==> config.mk <==
export PLATFORM = sky130hd
export DESIGN_NAME = fetch_unit
export DESIGN_NICKNAME = d
export VERILOG_FILES = /design/src/rtl/fetch_unit_pkg.sv /design/src/rtl/fetch_unit_buffer.sv /design/src/rtl/fetch_unit.sv
export SDC_FILE = /design/constraint.sdc
export NUM_CORES = 1
export LEC_CHECK = 0
export ABC_AREA = 1
export BUFFER_PORTS_ARGS = -buffer_cell sky130_fd_sc_hd__buf_2
export CAP_MARGIN = 40
export CORE_ASPECT_RATIO = 1.4
export CORE_MARGIN = 3
export CORE_UTILIZATION = 55
export CTS_CLUSTER_SIZE = 12
export DETAILED_ROUTE_END_ITERATION = 7
export PLACE_DENSITY = 0.8
export SLEW_MARGIN = 20
export SYNTH_ARGS = -nofsm -noshare
export SYNTH_HDL_FRONTEND = slang
export SYNTH_HIERARCHICAL = 1
export SYNTH_SLANG_ARGS = --single-unit
==> constraint.sdc <==
create_clock -name clk -period 2.2 [get_ports clk]
set_input_delay 0.22 -clock clk [delete_from_list [all_inputs] [get_ports clk]]
set_output_delay 0.22 -clock clk [all_outputs]
set_load 0.05 [all_outputs]
==> src/rtl/fetch_unit_pkg.sv <==
`default_nettype none
// ============================================================================
// Module   : fetch_unit_pkg
// Purpose  : Shared definitions for the instruction fetch unit: FSM state
//            encoding, instruction width, NOP word, default reset PC and
//            small PC helpers.
// Ports    : none (package)
// Revision : 1.0 - initial release
// ============================================================================
package fetch_unit_pkg;

    // Instruction and address widths
    localparam int INSTR_W = 32;
    localparam int ADDR_W  = 32;

    // Bubble word presented to Decode when IF/ID holds no real instruction
    localparam logic [INSTR_W-1:0] NOP_WORD = 32'h0000_0000;

    // First fetch address after reset
    localparam logic [ADDR_W-1:0] RESET_PC_DEFAULT = 32'h0000_0000;

    // Word alignment mask applied to redirect targets
    localparam logic [ADDR_W-1:0] PC_ALIGN_MASK = 32'hFFFF_FFFC;

    // Fetch FSM states
    //   ST_REQ  : imem_req may be asserted with imem_addr = PC
    //   ST_WAIT : one request granted, waiting for its rvalid
    //   ST_HOLD : returned word parked in the buffer while Decode stalls
    typedef enum logic [1:0] {
        ST_REQ  = 2'd0,
        ST_WAIT = 2'd1,
        ST_HOLD = 2'd2
    } fetch_state_t;

    // Sequential next PC, wrapping naturally at 2^32
    function automatic logic [ADDR_W-1:0] pc_inc(input logic [ADDR_W-1:0] pc);
        return pc + 32'd4;
    endfunction

endpackage : fetch_unit_pkg
`default_nettype wire

==> src/rtl/fetch_unit_buffer.sv <==
`default_nettype none
// ============================================================================
// Module   : fetch_buffer
// Purpose  : One-entry buffer holding a returned instruction word and its
//            PC+4 while Decode is stalled.
// Ports    : clk, rst_n          - clock, async active-low reset
//            load                - capture load_word / load_pc_plus4
//            drain               - entry consumed by IF/ID
//            clear               - discard entry (redirect); highest priority
//            load_word           - instruction word to park
//            load_pc_plus4       - PC+4 belonging to load_word
//            valid               - buffer holds a word
//            word, pc_plus4      - buffered contents
// Revision : 1.0 - initial release
// ============================================================================
module fetch_buffer
    import fetch_unit_pkg::*;
(
    input  logic               clk,
    input  logic               rst_n,
    input  logic               load,
    input  logic               drain,
    input  logic               clear,
    input  logic [INSTR_W-1:0] load_word,
    input  logic [ADDR_W-1:0]  load_pc_plus4,
    output logic               valid,
    output logic [INSTR_W-1:0] word,
    output logic [ADDR_W-1:0]  pc_plus4
);

    always_ff @(posedge clk or negedge rst_n) begin
        if (!rst_n) begin
            valid    <= 1'b0;
            word     <= NOP_WORD;
            pc_plus4 <= '0;
        end else if (clear) begin
            valid    <= 1'b0;
        end else if (load) begin
            valid    <= 1'b1;
            word     <= load_word;
            pc_plus4 <= load_pc_plus4;
        end else if (drain) begin
            valid    <= 1'b0;
        end
    end

endmodule : fetch_buffer
`default_nettype wire

==> src/rtl/fetch_unit.sv <==
`default_nettype none
// ============================================================================
// Module   : fetch_unit
// Purpose  : Instruction fetch stage with a single outstanding request to
//            instruction memory, a one-word stall buffer, redirect handling
//            with response swallowing, and the IF/ID pipeline register.
// Config   : FETCH_DELAY_SLOT_EN - when defined, a redirect keeps the IF/ID
//            contents (branch delay slot); otherwise a redirect flushes IF/ID,
//            overriding stall.
// Ports    : clk, rst_n          - clock, async active-low reset
//            stall               - hold PC and IF/ID
//            redirect            - one-cycle taken-branch pulse
//            redirect_pc         - redirect target (low 2 bits ignored)
//            imem_req/imem_addr  - memory read request and word address
//            imem_gnt            - request accepted this cycle
//            imem_rvalid/rdata   - returned instruction word
//            Instruction         - IF/ID instruction
//            PC_plus4            - IF/ID PC+4
//            if_valid            - IF/ID holds a real instruction
// Revision : 1.0 - initial release
// ============================================================================
module fetch_unit
    import fetch_unit_pkg::*;
#(
    parameter logic [ADDR_W-1:0] RESET_PC = RESET_PC_DEFAULT
)
(
    input  logic               clk,
    input  logic               rst_n,
    input  logic               stall,
    input  logic               redirect,
    input  logic [ADDR_W-1:0]  redirect_pc,
    output logic               imem_req,
    output logic [ADDR_W-1:0]  imem_addr,
    input  logic               imem_gnt,
    input  logic               imem_rvalid,
    input  logic [INSTR_W-1:0] imem_rdata,
    output logic [INSTR_W-1:0] Instruction,
    output logic [ADDR_W-1:0]  PC_plus4,
    output logic               if_valid
);

    fetch_state_t       state;
    fetch_state_t       state_d;
    logic [ADDR_W-1:0]  pc;
    logic [ADDR_W-1:0]  pc_d;
    logic               kill;
    logic               kill_d;
    logic               req_q;
    logic [INSTR_W-1:0] instr_q;
    logic [INSTR_W-1:0] instr_d;
    logic [ADDR_W-1:0]  pc4_q;
    logic [ADDR_W-1:0]  pc4_d;
    logic               valid_q;
    logic               valid_d;

    logic               accept;
    logic               word_in;
    logic               pending_after_redirect;
    logic [ADDR_W-1:0]  redirect_target;
    logic               buf_load;
    logic               buf_drain;
    logic               buf_clear;
    logic               direct_load;
    logic               buf_valid;
    logic [INSTR_W-1:0] buf_word;
    logic [ADDR_W-1:0]  buf_pc4;

    // A grant only counts while the request is actually presented
    assign accept  = req_q & imem_gnt;

    // The kill flag can only be set while in ST_REQ, so a response seen in
    // ST_WAIT always belongs to the live request
    assign word_in = (state == ST_WAIT) & imem_rvalid;

    assign redirect_target = redirect_pc & PC_ALIGN_MASK;

    // After a redirect, a response is still owed to us if a request was
    // outstanding and its data is not arriving this very cycle, if a request
    // is being granted right now, or if an earlier kill is still pending
    assign pending_after_redirect = ((state == ST_WAIT) & ~imem_rvalid)
                                  | accept
                                  | (kill & ~imem_rvalid);

    assign buf_clear   = redirect;
    assign buf_load    = ~redirect & word_in & stall;
    assign buf_drain   = ~redirect & (state == ST_HOLD) & buf_valid & ~stall;
    assign direct_load = ~redirect & word_in & ~stall;

    fetch_buffer u_fetch_buffer (
        .clk           (clk),
        .rst_n         (rst_n),
        .load          (buf_load),
        .drain         (buf_drain),
        .clear         (buf_clear),
        .load_word     (imem_rdata),
        .load_pc_plus4 (pc),
        .valid         (buf_valid),
        .word          (buf_word),
        .pc_plus4      (buf_pc4)
    );

    // ------------------------------------------------------------------
    // Next-state, PC and kill flag
    // ------------------------------------------------------------------
    always_comb begin
        state_d = state;
        pc_d    = pc;
        kill_d  = kill;
        if (redirect) begin
            state_d = ST_REQ;
            pc_d    = redirect_target;
            kill_d  = pending_after_redirect;
        end else begin
            case (state)
                ST_REQ: begin
                    if (kill) begin
                        // Swallow the response of a discarded request
                        if (imem_rvalid) begin
                            kill_d = 1'b0;
                        end
                    end else if (accept) begin
                        state_d = ST_WAIT;
                        pc_d    = pc_inc(pc);
                    end
                end
                ST_WAIT: begin
                    if (imem_rvalid) begin
                        state_d = stall ? ST_HOLD : ST_REQ;
                    end
                end
                ST_HOLD: begin
                    if (buf_drain) begin
                        state_d = ST_REQ;
                    end
                end
                default: begin
                    state_d = ST_REQ;
                end
            endcase
        end
    end

    // ------------------------------------------------------------------
    // IF/ID next value
    // ------------------------------------------------------------------
    always_comb begin
        instr_d = instr_q;
        pc4_d   = pc4_q;
        valid_d = valid_q;
        if (redirect) begin
`ifdef FETCH_DELAY_SLOT_EN
            // Delay slot: the instruction already in IF/ID proceeds
            instr_d = instr_q;
            valid_d = valid_q;
`else
            // Flush wins over stall
            instr_d = NOP_WORD;
            valid_d = 1'b0;
`endif
        end else if (!stall) begin
            if (direct_load) begin
                // pc already advanced on grant, so it equals fetched PC+4
                instr_d = imem_rdata;
                pc4_d   = pc;
                valid_d = 1'b1;
            end else if (buf_drain) begin
                instr_d = buf_word;
                pc4_d   = buf_pc4;
                valid_d = 1'b1;
            end else begin
                // Decode consumed the previous word and nothing new arrived
                instr_d = NOP_WORD;
                valid_d = 1'b0;
            end
        end
    end

    // ------------------------------------------------------------------
    // State registers; imem_req is registered from the next state so that
    // it is low during reset and rises in the first clock after release
    // ------------------------------------------------------------------
    always_ff @(posedge clk or negedge rst_n) begin
        if (!rst_n) begin
            state   <= ST_REQ;
            pc      <= RESET_PC;
            kill    <= 1'b0;
            req_q   <= 1'b0;
            instr_q <= NOP_WORD;
            pc4_q   <= '0;
            valid_q <= 1'b0;
        end else begin
            state   <= state_d;
            pc      <= pc_d;
            kill    <= kill_d;
            req_q   <= (state_d == ST_REQ) & ~kill_d;
            instr_q <= instr_d;
            pc4_q   <= pc4_d;
            valid_q <= valid_d;
        end
    end

    assign imem_req    = req_q;
    assign imem_addr   = pc;
    assign Instruction = instr_q;
    assign PC_plus4    = pc4_q;
    assign if_valid    = valid_q;

endmodule : fetch_unit
`default_nettype wire

### Yosys cells after proc, flatten, opt, wreduce, memory -nomap -nowiden

Index checks and enable logic that the tools add are counted.

| storage, ports and cells | value |
|---|---|
| word-level logic and storage cells | 69 |
| register bits after elaboration | 166 |
| bits of input ports | 70 |
| output and inout port bits | 98 |

| cells by class | value |
|---|---|
| eq/ne operators | 4 |
| bitwise operators | 17 |
| reduce and logical (&&, ||, !) cells | 9 |
| mux-type cells | 28 |
| add/subtract/negate cells | 1 |

Operator list:

| operator | number |
|---|---|
| 32-bit two-way mux | 10 |
| 32-bit by 3-bit adder with 32-bit output, second input constant | 1 |
| 2-bit two-way mux | 6 |
| 1-bit bitwise AND | 11 |
| 1-bit two-way mux | 11 |
| 2-bit case mux with 3 select lines | 1 |
| 3-bit AND reduction | 2 |
| 2-bit nonzero test | 3 |
| 2-bit logical NOT | 2 |
| 1-bit NOT | 4 |
| 3-bit nonzero test | 1 |
| 2-bit by 1-bit equality test with 1-bit output, second input constant | 1 |
| 2-bit equality test, second input constant | 1 |
| 2-bit by 1-bit inequality test with 1-bit output, second input constant | 1 |
| 2-bit inequality test, second input constant | 1 |
| 1-bit bitwise OR | 2 |
| 2-bit AND reduction | 1 |

### Logic depth before layout (Yosys ltp)

Gate-level depths: netlist (run 1).

| depth | value |
|---|---|
| word-level depth | 9 |
| depth in mapped cells | 9 |
| mapped depth without buffers | 9 |

### By module

Netlist (run 1), hierarchy kept.

Modules (own cells, without submodules):

| module | area an instance (sq um) | cells an instance | times used | seq. area each (sq um) |
|---|---|---|---|---|
| fetch_unit | 5,228.8 | 691 | 1 | 2,477.4 |
| fetch_buffer | 2,587.5 | 283 | 1 | 1,626.6 |

### Worst setup path before layout (run 1)

OpenSTA, ideal clock, no wires.

| path | value |
|---|---|
| path kind | reg2reg |
| start | register pc[3] (netlist: imem_addr[3]) |
| end | register pc[20] (netlist: imem_addr[20]) |
| path slack | 0.353 ns |
| setup time | 0.126 ns |
| period minus slack after synthesis | 1.847 ns |
| arrival | 1.722 ns |
| cell stages (with the launch flop) | 9 |
| required time | 2.074 ns |
| buffers on the path | 0 |
| cells stage by stage | dfrtp_1 ha_1 inv_1 nor2_1 nand2_1 nor2_1 nand3_1 nand3_1 nand3_1 |

| between the ends | value |
|---|---|
| word-level cells in the longest chain between the ends | 5 |

Ends and longest elaborated chain:

| what | RTL line | source |
|---|---|---|
| start: declaration | fetch_unit.sv:45 | `logic [ADDR_W-1:0] pc;` |
| start signal: assignment | fetch_unit.sv:194 | `pc <= pc_d;` |
| 32-bit by 3-bit adder with 32-bit output | fetch_unit_pkg.sv:37 | `return pc + 32'd4;` |
| 32-bit two-way mux | fetch_unit.sv:122 | `end else if (accept) begin` |
| 32-bit two-way mux | fetch_unit.sv:117 | `if (kill) begin` |
| 32-bit two-way mux | fetch_unit.sv:115 | `case (state)` |
| 32-bit two-way mux | fetch_unit.sv:110 | `if (redirect) begin` |

Every way passes these cells. The select of a mux whose other input is x is not followed.
A chain may end at the register's enable or synchronous reset.

### Final worst setup path (run 1)

Ends and elaborated chain as after synthesis.

==> results of run 1 <==
==> area by class of cell <==
type / count / share of cell area
antenna: 1 / 0.000268
clock buffer: 17 / 0.0455
clock inverter: 15 / 0.0167
inverter: 43 / 0.0173
multi-input combinational: 714 / 0.347
sequential: 164 / 0.439
tap: 182 / 0.0244
timing repair buffer: 186 / 0.110
==> path summary, 6_finish.rpt <==
kind | to | slack [ns] | depth (start not counted)
setup / recovery | imem_addr[20]$_DFFE_PN0P_ | 0.43 | 8
hold / removal | imem_addr[22]$_DFFE_PN0P_ | 0.008 | 3
setup reg to reg | imem_addr[20]$_DFFE_PN0P_ | 0.43 | 8
hold reg to reg | u_fetch_buffer/pc_plus4[1]$_DFFE_PN0P_ | 0.47 | 2
max in group asynchronous | imem_addr[20]$_DFFE_PN0P_ | 1.14 | 3
min in group asynchronous | Instruction[3]$_DFFE_PN0P_ | 0.30 | 2
==> kinds of logic after synthesis <==
| kind of cell | share of synthesized area |
|---|---|
| other | 0.000480 |
| and+or+nand+nor | 0.350 |
| buffers and inverters | 0.0623 |
| DFF | 0.525 |
| xor gates and xnor gates | 0.0146 |
| AOI/OAI and AO/OA | 0.0463 |
| adders and majority gates | 0.00160 |
==> layer usage <==
metal,part of all wire,up-vias
met5,0.00051,-
met4,0.021,2
met3,0.070,43
met2,0.51,346
met1,0.40,3421
li1,-,3478
==> what timing repair did <==
| action | 4_1_cts | 5_1_grt |
|---|---|---|
| hold endpoints to repair | 46 | 0 |
| setup endpoints to repair | 0 | 0 |
| hold buffers | 2 | 0 |
==> worst min-delay path, cell delays in order <==
cell	delay (ns)
buf_2	0.07
nand2_1	0.04
nand3_1	0.06
==> placed cells by master, fill, tap and decap left out, drive strengths merged, types with 3 or more instances in the layout <==
master	count
a31oi	3
xor2	8
conb	4
inv	52
o21ai	13
o21bai	3
nand4	35
dfrtp	164
clkbuf	17
o211ai	4
buf	184
o22ai	30
nand2	341
a21oi	4
xnor2	5
nor2	123
clkinv	4
nand3	132
==> registers in the layout (all words and copies together) (netlist names), 2 cells and up <==
signal	flops
Instruction	32
PC_plus4	32
u_fetch_buffer/pc_plus4	32
u_fetch_buffer/word	32
imem_addr	30
state	2
==> per-stage QoR <==
stage	cell area [µm²]	setup WS [ns]	hold WS (ns)
2_1_floorplan	7830	0.353	-0.0756
6_report	9350	0.429	0.00784
5_1_grt	9350	0.272	0.0162
3_5_place_dp	8740	0.486	0.193
3_3_place_gp	8740	0.495	0.194
4_1_cts	9340	0.448	0.000918
==> power by group <==
group | internal [W] | switching (W)
Clock | 0.00152 | 0.00139
Combinational | 0.000769 | 0.00237
Sequential | 0.00370 | 0.000530
Total | 0.00599 | 0.00429
==> out/metrics.yaml, run 1 <==
synth_commonest_cells: "nand2_1 (335), dfrtp_1 (164), nand3_1 (131)"
drv_cap: 0
synth_top_area_cell: "dfrtp_1"
io_buffers: 163
crit_required_ns: 2.51
first_global_vias: 7153
root_buffer: "clkbuf_16"
clock_sinks: 164
regArea_um2: 4100
report.final.slew_viol_count: 0
dieHeight_um: 147
synth_ff_type: "dfrtp_1"
grt_pass1_wl_um: 35400
multi_input_area_um2: 3240
htreeDepth: 4
worst-path-buf-inv: 1
fp.coreArea_um2: 13600
drtAntennaViolNets: 0
stdcell_count: 1322
leakagePower_nw: 4.93
initial_core_util: 0.573
final_util: 0.685
clkTransAtPathRegs_ns: 0.07
place_inst: 1287
insertion_delay_ns: 0.43
synth.area.top_cells: "dfrtp_1 (53%), nand2_1 (16%), nand3_1 (8.4%)"
fill_cells: 1173
drt_wl_total_um: 21500
synthCells: 974
setup_viol: 0
ys_types: 34
clockBufferDepth: 2
cts_tree: "done"
crit_path_end_kind: "flop"
dp.final_hpwl_um: 14600
rsz0062_at_grt: "false"
vias: 7290
post_cts_resized: 0
yosysTopAreaCellShare: 0.525
cp-start-kind: "flop"
die_w_um: 107
wl_per_cell_um: 16.3
nets: 1197
num_rows: 50
cts_buffers: 17
grt.busiest_layer: "met2"
final-hold-violation-count: 0
drive_gt1_frac: 0.205
drc: 0
critPathTopFamily: "simple AND/OR/NAND/NOR gates"
synth_most_common_cell: "nand2_1"
via_per_inst: 5.51
gp_congestion: 0.920
path_common_cell: "nand3_1"
crit_type: "reg2reg"
relSlewSlack: 0.619
ys_ff_latch: 164
async_flop_share: 1.00
grt_max_degree: 49
syn_area_um2: 7820
ys_warn_count: 6
globalRouteMet3Util: 0.0536
drtIter0Drc: 520
min_from: "redirect_pc[22]"
fin_worst_skew_ns: 0.0141
pwr_density_cell_nw_per_um2: 1100
yosysSeqAreaShare: 0.525
drtPass1Iterations: 5
power_w: 0.0103
tightest_slew_ns: 0.571
ir_drop_v: 0.000846
area_growth_pct: 19.6
antenna_found_initial: 2
hold_class: "in2reg"
dieArea_um2: 15700
startpoint: "imem_addr[3]$_DFFE_PN0P_"
timing.setup.tns_ns: 0
status: "finished, final reports clean"
arrival_ns: 2.08
fmax_mhz: 565
post_cts_buffers: 0
synth_area_per_cell_um2: 8.02
reg2reg_from: "imem_addr[3]$_DFFE_PN0P_"
grtUsageMet2: 0.483
synth_edf_count: 0
path_cells: "ha_1, inv_1, nor2_1, nand2_1, nor2_1, nand3_1, nand3_1, nand3_1"
slowest_delay_ns: 0.45
fin_crit_sh: 0.805
grt.total_usage: 0.282
grt_overflow_total: 0
ios: 168
grtUsageMet1: 0.357
critPathSlowestCell: "dfrtp_1"
min_period_ns: 1.77
crit_fanout: 6
Power figures use the tool's default switching activity.
==> run 2: changes to the inputs <==
--- a/config.mk
+++ b/config.mk
@@ -10,10 +10,10 @@
 export CAP_MARGIN = 40
 export CORE_ASPECT_RATIO = 1.4
 export CORE_MARGIN = 3
-export CORE_UTILIZATION = 55
+export CORE_UTILIZATION = 50
 export CTS_CLUSTER_SIZE = 12
 export DETAILED_ROUTE_END_ITERATION = 7
-export PLACE_DENSITY = 0.8
+export PLACE_DENSITY = 0.77
 export SLEW_MARGIN = 20
 export SYNTH_ARGS = -nofsm -noshare
 export SYNTH_HDL_FRONTEND = slang
==> constraint.sdc (replaced) <==
create_clock -name clk -period 1.6 [get_ports clk]
set_input_delay 0.16 -clock clk [delete_from_list [all_inputs] [get_ports clk]]
set_output_delay 0.16 -clock clk [all_outputs]
set_load 0.05 [all_outputs]
==> run 2 against run 1 <==
  * The run now ends with negative hold slack left
  * Sequential power grew 36%
  * First-iteration DRC count grew 14%
  * Largest cell class unchanged
  * Global-route usage shrank 0.99 points
  * Via count grew 4.5%
  * Clock skew shrank 0.0050 ns
==> out/metrics.yaml, run 2 (synthesis gave the netlist of run 1 again) <==
hold_path_end: "u_fetch_buffer/word[27]$_DFFE_PN0P_"
clock_sinks: 164
ir_drop_v: 0.00105
crit_required_ns: 1.91
hold_class: "in2reg"
placed_cell_area_um2: 9090
violations: "negative hold slack"
hold_depth: 3
fin_crit_sh: 0.945
final_common_cell: "nand2_1"
clockBufferDepth: 2
crit_type: "reg2reg"
antenna_found_initial: 0
insertion_delay_ns: 0.43
reg2reg_to: "u_fetch_buffer/pc_plus4[25]$_DFFE_PN0P_"
drtPass1Iterations: 5
fp.coreArea_um2: 15200
critPathSlowestCell: "dfrtp_1"
nets: 1268
grt_max_degree: 60
arrival_ns: 1.82
htreeDepth: 4
num_rows: 53
setup_ws_ns: 0.0882
pwr_density_cell_nw_per_um2: 1430
final-hold-violation-count: 1
min_period_ns: 1.51
cts_tree: "done"
leakagePower_nw: 5.26
drive_gt1_frac: 0.237
via_per_inst: 5.43
gp_congestion: 0.948
dieArea_um2: 17200
ff2ff_path_depth: 7
reg2reg_from: "state[1]$_DFF_PN0_"
stdcell_count: 1402
status: "finished, violations left"
wl_per_cell_um: 16.3
setup_viol: 0
slowest_delay_ns: 0.40
first_global_vias: 7673
mostFrequentLayoutCells: "nand2_1 (333), buf_2 (162), dfrtp_1 (150), nand3_1 (131), nor2_1 (111)"
fmax_mhz: 661
drt_wl_total_um: 22900
dp_slack_ns: 0.0380
min_from: "imem_rdata[27]"
io_buffers: 163
worst-path-buf-inv: 1
grt.total_usage: 0.272
grt_pass1_wl_um: 37900
place_inst: 1325
report.final.slew_viol_count: 0
drtAntennaViolNets: 0
fin_hold_ws_ns: -0.00253
dieHeight_um: 154
startpoint: "state[1]$_DFF_PN0_"
cp-start-kind: "flop"
die_w_um: 112
vias: 7618
path_cells: "nor2_2, nand2_1, nor3_4, nand2_2, buf_12, nand2_1, nand2_1"
initial_core_util: 0.515
drtIter0Drc: 595
ios: 168
fin_worst_skew_ns: 0.00918
path_common_cell: "nand2_1"
crit_fanout: 59
critPathTopFamily: "simple AND/OR/NAND/NOR gates"
final_util: 0.668
root_buffer: "clkbuf_16"
area_growth_pct: 29.8
grt_overflow_total: 0
dp.final_hpwl_um: 15500
fin_area_um2: 10100
cts_buffers: 17
insertedDiodeCount: 0
reg2reg_slack_ns: 0.09
drc: 0
drv_cap: 0
clkTransAtPathRegs_ns: 0.06
crit_path_end_kind: "flop"
[run 2: changes by cell type in the layout (fill, tap and decap cells not counted), sizes merged]
cell and delta:
inv -5, clkinvlp +3, clkbuf +1, bufinv +2, dlygate4sd3 +40, buf +31
diode -1, clkinv -1
[run 2: timing repair]
item	4_1_cts	5_1_grt
gates resized for setup	1	11
pin swaps	0	2
endpoints found under the hold margin	205	0
endpoints found under the setup margin	2	81
hold buffers	42	0
setup buffers	2	1
[run 2: stage by stage]
| step | total power (W) | TNS [ns] | hold WS [ns] |
|---|---|---|---|
| final | 0.0145 | 0 | -0.00253 |
| after global routing | 0.0153 | -0.000942 | 0.00680 |
| after CTS | 0.0146 | 0 | 0.00140 |
| after detailed placement | 0.0104 | 0 | 0.0368 |
| after global placement | 0.0103 | 0 | 0.0345 |
| after floorplan | 0.00896 | 0 | -0.136 |
[run 2: worst max path at each step]
stage / cells after the start / to / slack, ns
final: 7 / u_fetch_buffer/pc_plus4[25]$_DFFE_PN0P_ / 0.09
after global routing: 7 / imem_addr[14]$_DFFE_PN0P_ / -0.0009
after CTS: 7 / imem_addr[12]$_DFFE_PN0P_ / 0.02
after detailed placement: 7 / imem_addr[4]$_DFFE_PN0P_ / 0.04
after global placement: 7 / u_fetch_buffer/word[21]$_DFFE_PN0P_ / 0.08
after floorplan: 8 / imem_addr[19]$_DFFE_PN0P_ / 0.008
[run 2: power by group]
group	leakage (nW)	total, W	internal, W	switching (W)
clock network	0.275	0.00406	0.00232	0.00174
registers	2.12	0.00575	0.00511	0.000644
logic	2.86	0.00469	0.00127	0.00342
total	5.26	0.0145	0.00870	0.00581
[run 2: worst reg2reg max path: cells and delay by family, from the launching register on]
family        cells  cell delay, ns
buf+inv           1            0.21
simple gates      6            0.79
flops             1            0.40
[run 2: layout make-up]
class,count,area (µm²)
inverter,43,165
timing repair buffer,257,1760
sequential,164,4120
tap,192,240
clock inverter,14,151
multi-input combinational,714,3280
fill,1248,5040
clock buffer,18,429
[run 2: routing by layer]
| metal | vias to the layer above | GRT usage | share of wire |
|---|---|---|---|
| li1 | 3617 | - | - |
| met1 | 3596 | 0.338 | 0.39 |
| met2 | 345 | 0.460 | 0.51 |
| met3 | 60 | 0.0528 | 0.066 |
| met4 | 0 | 0.118 | 0.035 |
| met5 | - | 0 | 0 |
==> run 3: changes to the inputs <==
--- a/config.mk
+++ b/config.mk
@@ -5,15 +5,14 @@
 export SDC_FILE = /design/constraint.sdc
 export NUM_CORES = 1
 export LEC_CHECK = 0
-export ABC_AREA = 1
 export BUFFER_PORTS_ARGS = -buffer_cell sky130_fd_sc_hd__buf_2
 export CAP_MARGIN = 40
 export CORE_ASPECT_RATIO = 1.4
-export CORE_MARGIN = 3
-export CORE_UTILIZATION = 50
+export CORE_MARGIN = 5
+export CORE_UTILIZATION = 49
 export CTS_CLUSTER_SIZE = 12
 export DETAILED_ROUTE_END_ITERATION = 7
-export PLACE_DENSITY = 0.77
+export PLACE_DENSITY = 0.76
 export SLEW_MARGIN = 20
 export SYNTH_ARGS = -nofsm -noshare
 export SYNTH_HDL_FRONTEND = slang
==> run 3 against run 2 <==
  * Sequential cell count is the same
  * Critical path depth grew 1
  * The flow finishes with violations (design-rule violations, negative setup slack)
  * Design area grew 10%
==> out/metrics.yaml, run 3 <==
grt_overflow_total: 0
io_buffers: 163
initial_core_util: 0.500
ys_warn_count: 6
critPathTopFamily: "buffers and inverters"
dieHeight_um: 157
synth_edf_count: 0
fin_worst_skew_ns: 0.0107
area_growth_pct: 48.5
dieArea_um2: 18000
drv_cap: 0
grt_pass1_wl_um: 36600
cts_buffers: 17
cts_tree: "done"
fp.coreArea_um2: 15100
htreeDepth: 4
crit_required_ns: 1.88
leakagePower_nw: 5.38
critPathSlowestCell: "a222oi_1"
worst-path-buf-inv: 5
first_global_vias: 7051
rsz0062_at_grt: "true"
crit_fanout: 7
drt_wl_total_um: 25400
yosysSeqAreaShare: 0.545
power_w: 0.0148
path_cells: "buf_6, buf_4, nor2b_4, nand3_4, clkinv_8, buf_12, a222oi_1, inv_1"
root_buffer: "clkbuf_16"
status: "finished, violations left"
setup_viol: 160
drtPass1Iterations: 8
clkTransAtPathRegs_ns: 0.06
clock_sinks: 164
fmax_mhz: 506
synth.area.top_cells: "dfrtp_1 (54%), mux2_4 (12%), a222oi_1 (4.3%)"
synthCells: 633
drtAntennaViolNets: 0
final_util: 0.743
mostFrequentLayoutCells: "buf_2 (163), dfrtp_1 (134), mux2_4 (64), buf_4 (54), dlygate4sd3_1 (52)"
ir_drop_v: 0.00110
wl_per_cell_um: 22.2
dp.final_hpwl_um: 14800
synth_most_common_cell: "dfrtp_1"
slowest_delay_ns: 0.52
nets: 1006
dp_slack_ns: -0.198
synth_top_area_cell: "dfrtp_1"
die_w_um: 115
ys_types: 56
violations: "design-rule violations, negative setup slack"
vias: 6736
syn_area_um2: 7530
setup_ws_ns: -0.377
grt_max_degree: 61
drive_gt1_frac: 0.484
report.final.slew_viol_count: 0
final-hold-violation-count: 0
async_flop_share: 1.00
arrival_ns: 2.25
num_rows: 53
pwr_density_cell_nw_per_um2: 1330
gp_congestion: 0.838
fin_crit_sh: 1.24
ios: 168
drtIter0Drc: 808
final_common_cell: "buf_2"
ys_ff_latch: 164
crit_type: "reg2reg"
cp-start-kind: "flop"
antenna_found_initial: 2
insertion_delay_ns: 0.43
hold_class: "in2reg"
clockBufferDepth: 2
synth_ff_type: "dfrtp_1"
drc: 4
min_from: "redirect_pc[19]"
tightest_slew_ns: 0.517
startpoint: "state[1]$_DFF_PN0_"
synth_area_per_cell_um2: 11.9
min_period_ns: 1.98
crit_path_end_kind: "flop"
grt.total_usage: 0.261
synth_commonest_cells: "dfrtp_1 (164), mux2_4 (60), nor2_1 (43)"
yosysTopAreaCellShare: 0.545
relSlewSlack: 0.656
reg2reg_from: "state[1]$_DFF_PN0_"
via_per_inst: 5.90
## run 3: cell count changes in the layout (fill, tap and decap cells not counted), moves of 12 or more
| cell | delta |
|---|---|
| a222oi_1 | +32 |
| buf_12 | +12 |
| buf_4 | +12 |
| buf_6 | +20 |
| dfrtp_1 | -16 |
| dfrtp_2 | +16 |
| mux2_4 | +64 |
| nand2_1 | -307 |
| nand3_1 | -123 |
| nand4_1 | -24 |
| nor2_1 | -69 |
| nor3_2 | +20 |
## run 3: stage by stage
stage	TNS (ns)	hold WS, ns	instances	instance area (µm²)
after CTS	-15.38	0.00573	1115	10500
after global placement	-7.54	0.0685	1013	9050
after floorplan	-5.18	-0.136	636	7690
after detailed placement	-11.61	0.0712	1013	9050
after global routing	-33.38	0.0220	1140	11200
final	-25.09	0.0180	1141	11200
## run 3: cell type report
| cell class | count | area [µm²] |
|---|---|---|
| antenna | 2 | 5.00 |
| clock buffer | 23 | 458 |
| clock inverter | 8 | 80.1 |
| fill | 951 | 3860 |
| inverter | 40 | 163 |
| multi-input combinational | 386 | 3360 |
| sequential | 164 | 4140 |
| tap | 192 | 240 |
| timing repair buffer | 326 | 2740 |
## run 3: cell families (layout without fill, tap and decap cells)
group | after synthesis | in the layout | synth area share
adder cells (fa/ha/maj) | 1 | 1 | 0.00166
buffers and inverters | 87 | 397 | 0.0618
multiplexers | 66 | 66 | 0.128
other | 1 | 6 | 0.000498
flip-flops | 164 | 164 | 0.545
XOR/XNOR | 8 | 8 | 0.00930
AND/OR/NAND/NOR | 182 | 183 | 0.132
AO/OA/AOI/OAI | 124 | 124 | 0.122
## run 3: layer usage
metal,up-vias,GRT usage,share of wire
met3,65,0.0573,0.063
li1,2949,-,-
met2,321,0.445,0.52
met4,0,0.129,0.038
met5,-,0,0
met1,3401,0.310,0.38
## run 3: worst paths after layout
path | end | slack [ns] | cells after the start
hold / removal | imem_addr[19]$_DFFE_PN0P_ | 0.02 | 3
setup / recovery | Instruction[14]$_DFFE_PN0P_ | -0.38 | 8
min in group asynchronous | u_fetch_buffer/pc_plus4[14]$_DFFE_PN0P_ | 0.20 | 2
max in group asynchronous | imem_addr[16]$_DFFE_PN0P_ | 0.73 | 3
setup reg to reg | Instruction[14]$_DFFE_PN0P_ | -0.38 | 8
hold reg to reg | if_valid$_DFFE_PN0P_ | 0.47 | 2
## run 3: where the power goes
part | internal, W | switching, W | leakage (nW)
Combinational | 0.00200 | 0.00315 | 3.04
Clock | 0.00217 | 0.00166 | 0.253
Sequential | 0.00513 | 0.000747 | 2.09
Total | 0.00930 | 0.00555 | 5.38
## run 3: worst reg2reg max path, stage by stage (launching register included)
cell and delay, ns:
dfrtp_2 0.42, buf_6 0.13, buf_4 0.13, nor2b_4 0.13, nand3_4 0.10, clkinv_8 0.11
buf_12 0.15, a222oi_1 0.52, inv_1 0.13
## run 3: repair_timing
item,in CTS,in global routing
cloned,5,8
resized for setup,21,120
hold buffers,52,0
endpoints found under the setup margin,110,158
pin swaps,4,48
endpoints found under the hold margin,168,0
setup buffers,15,24
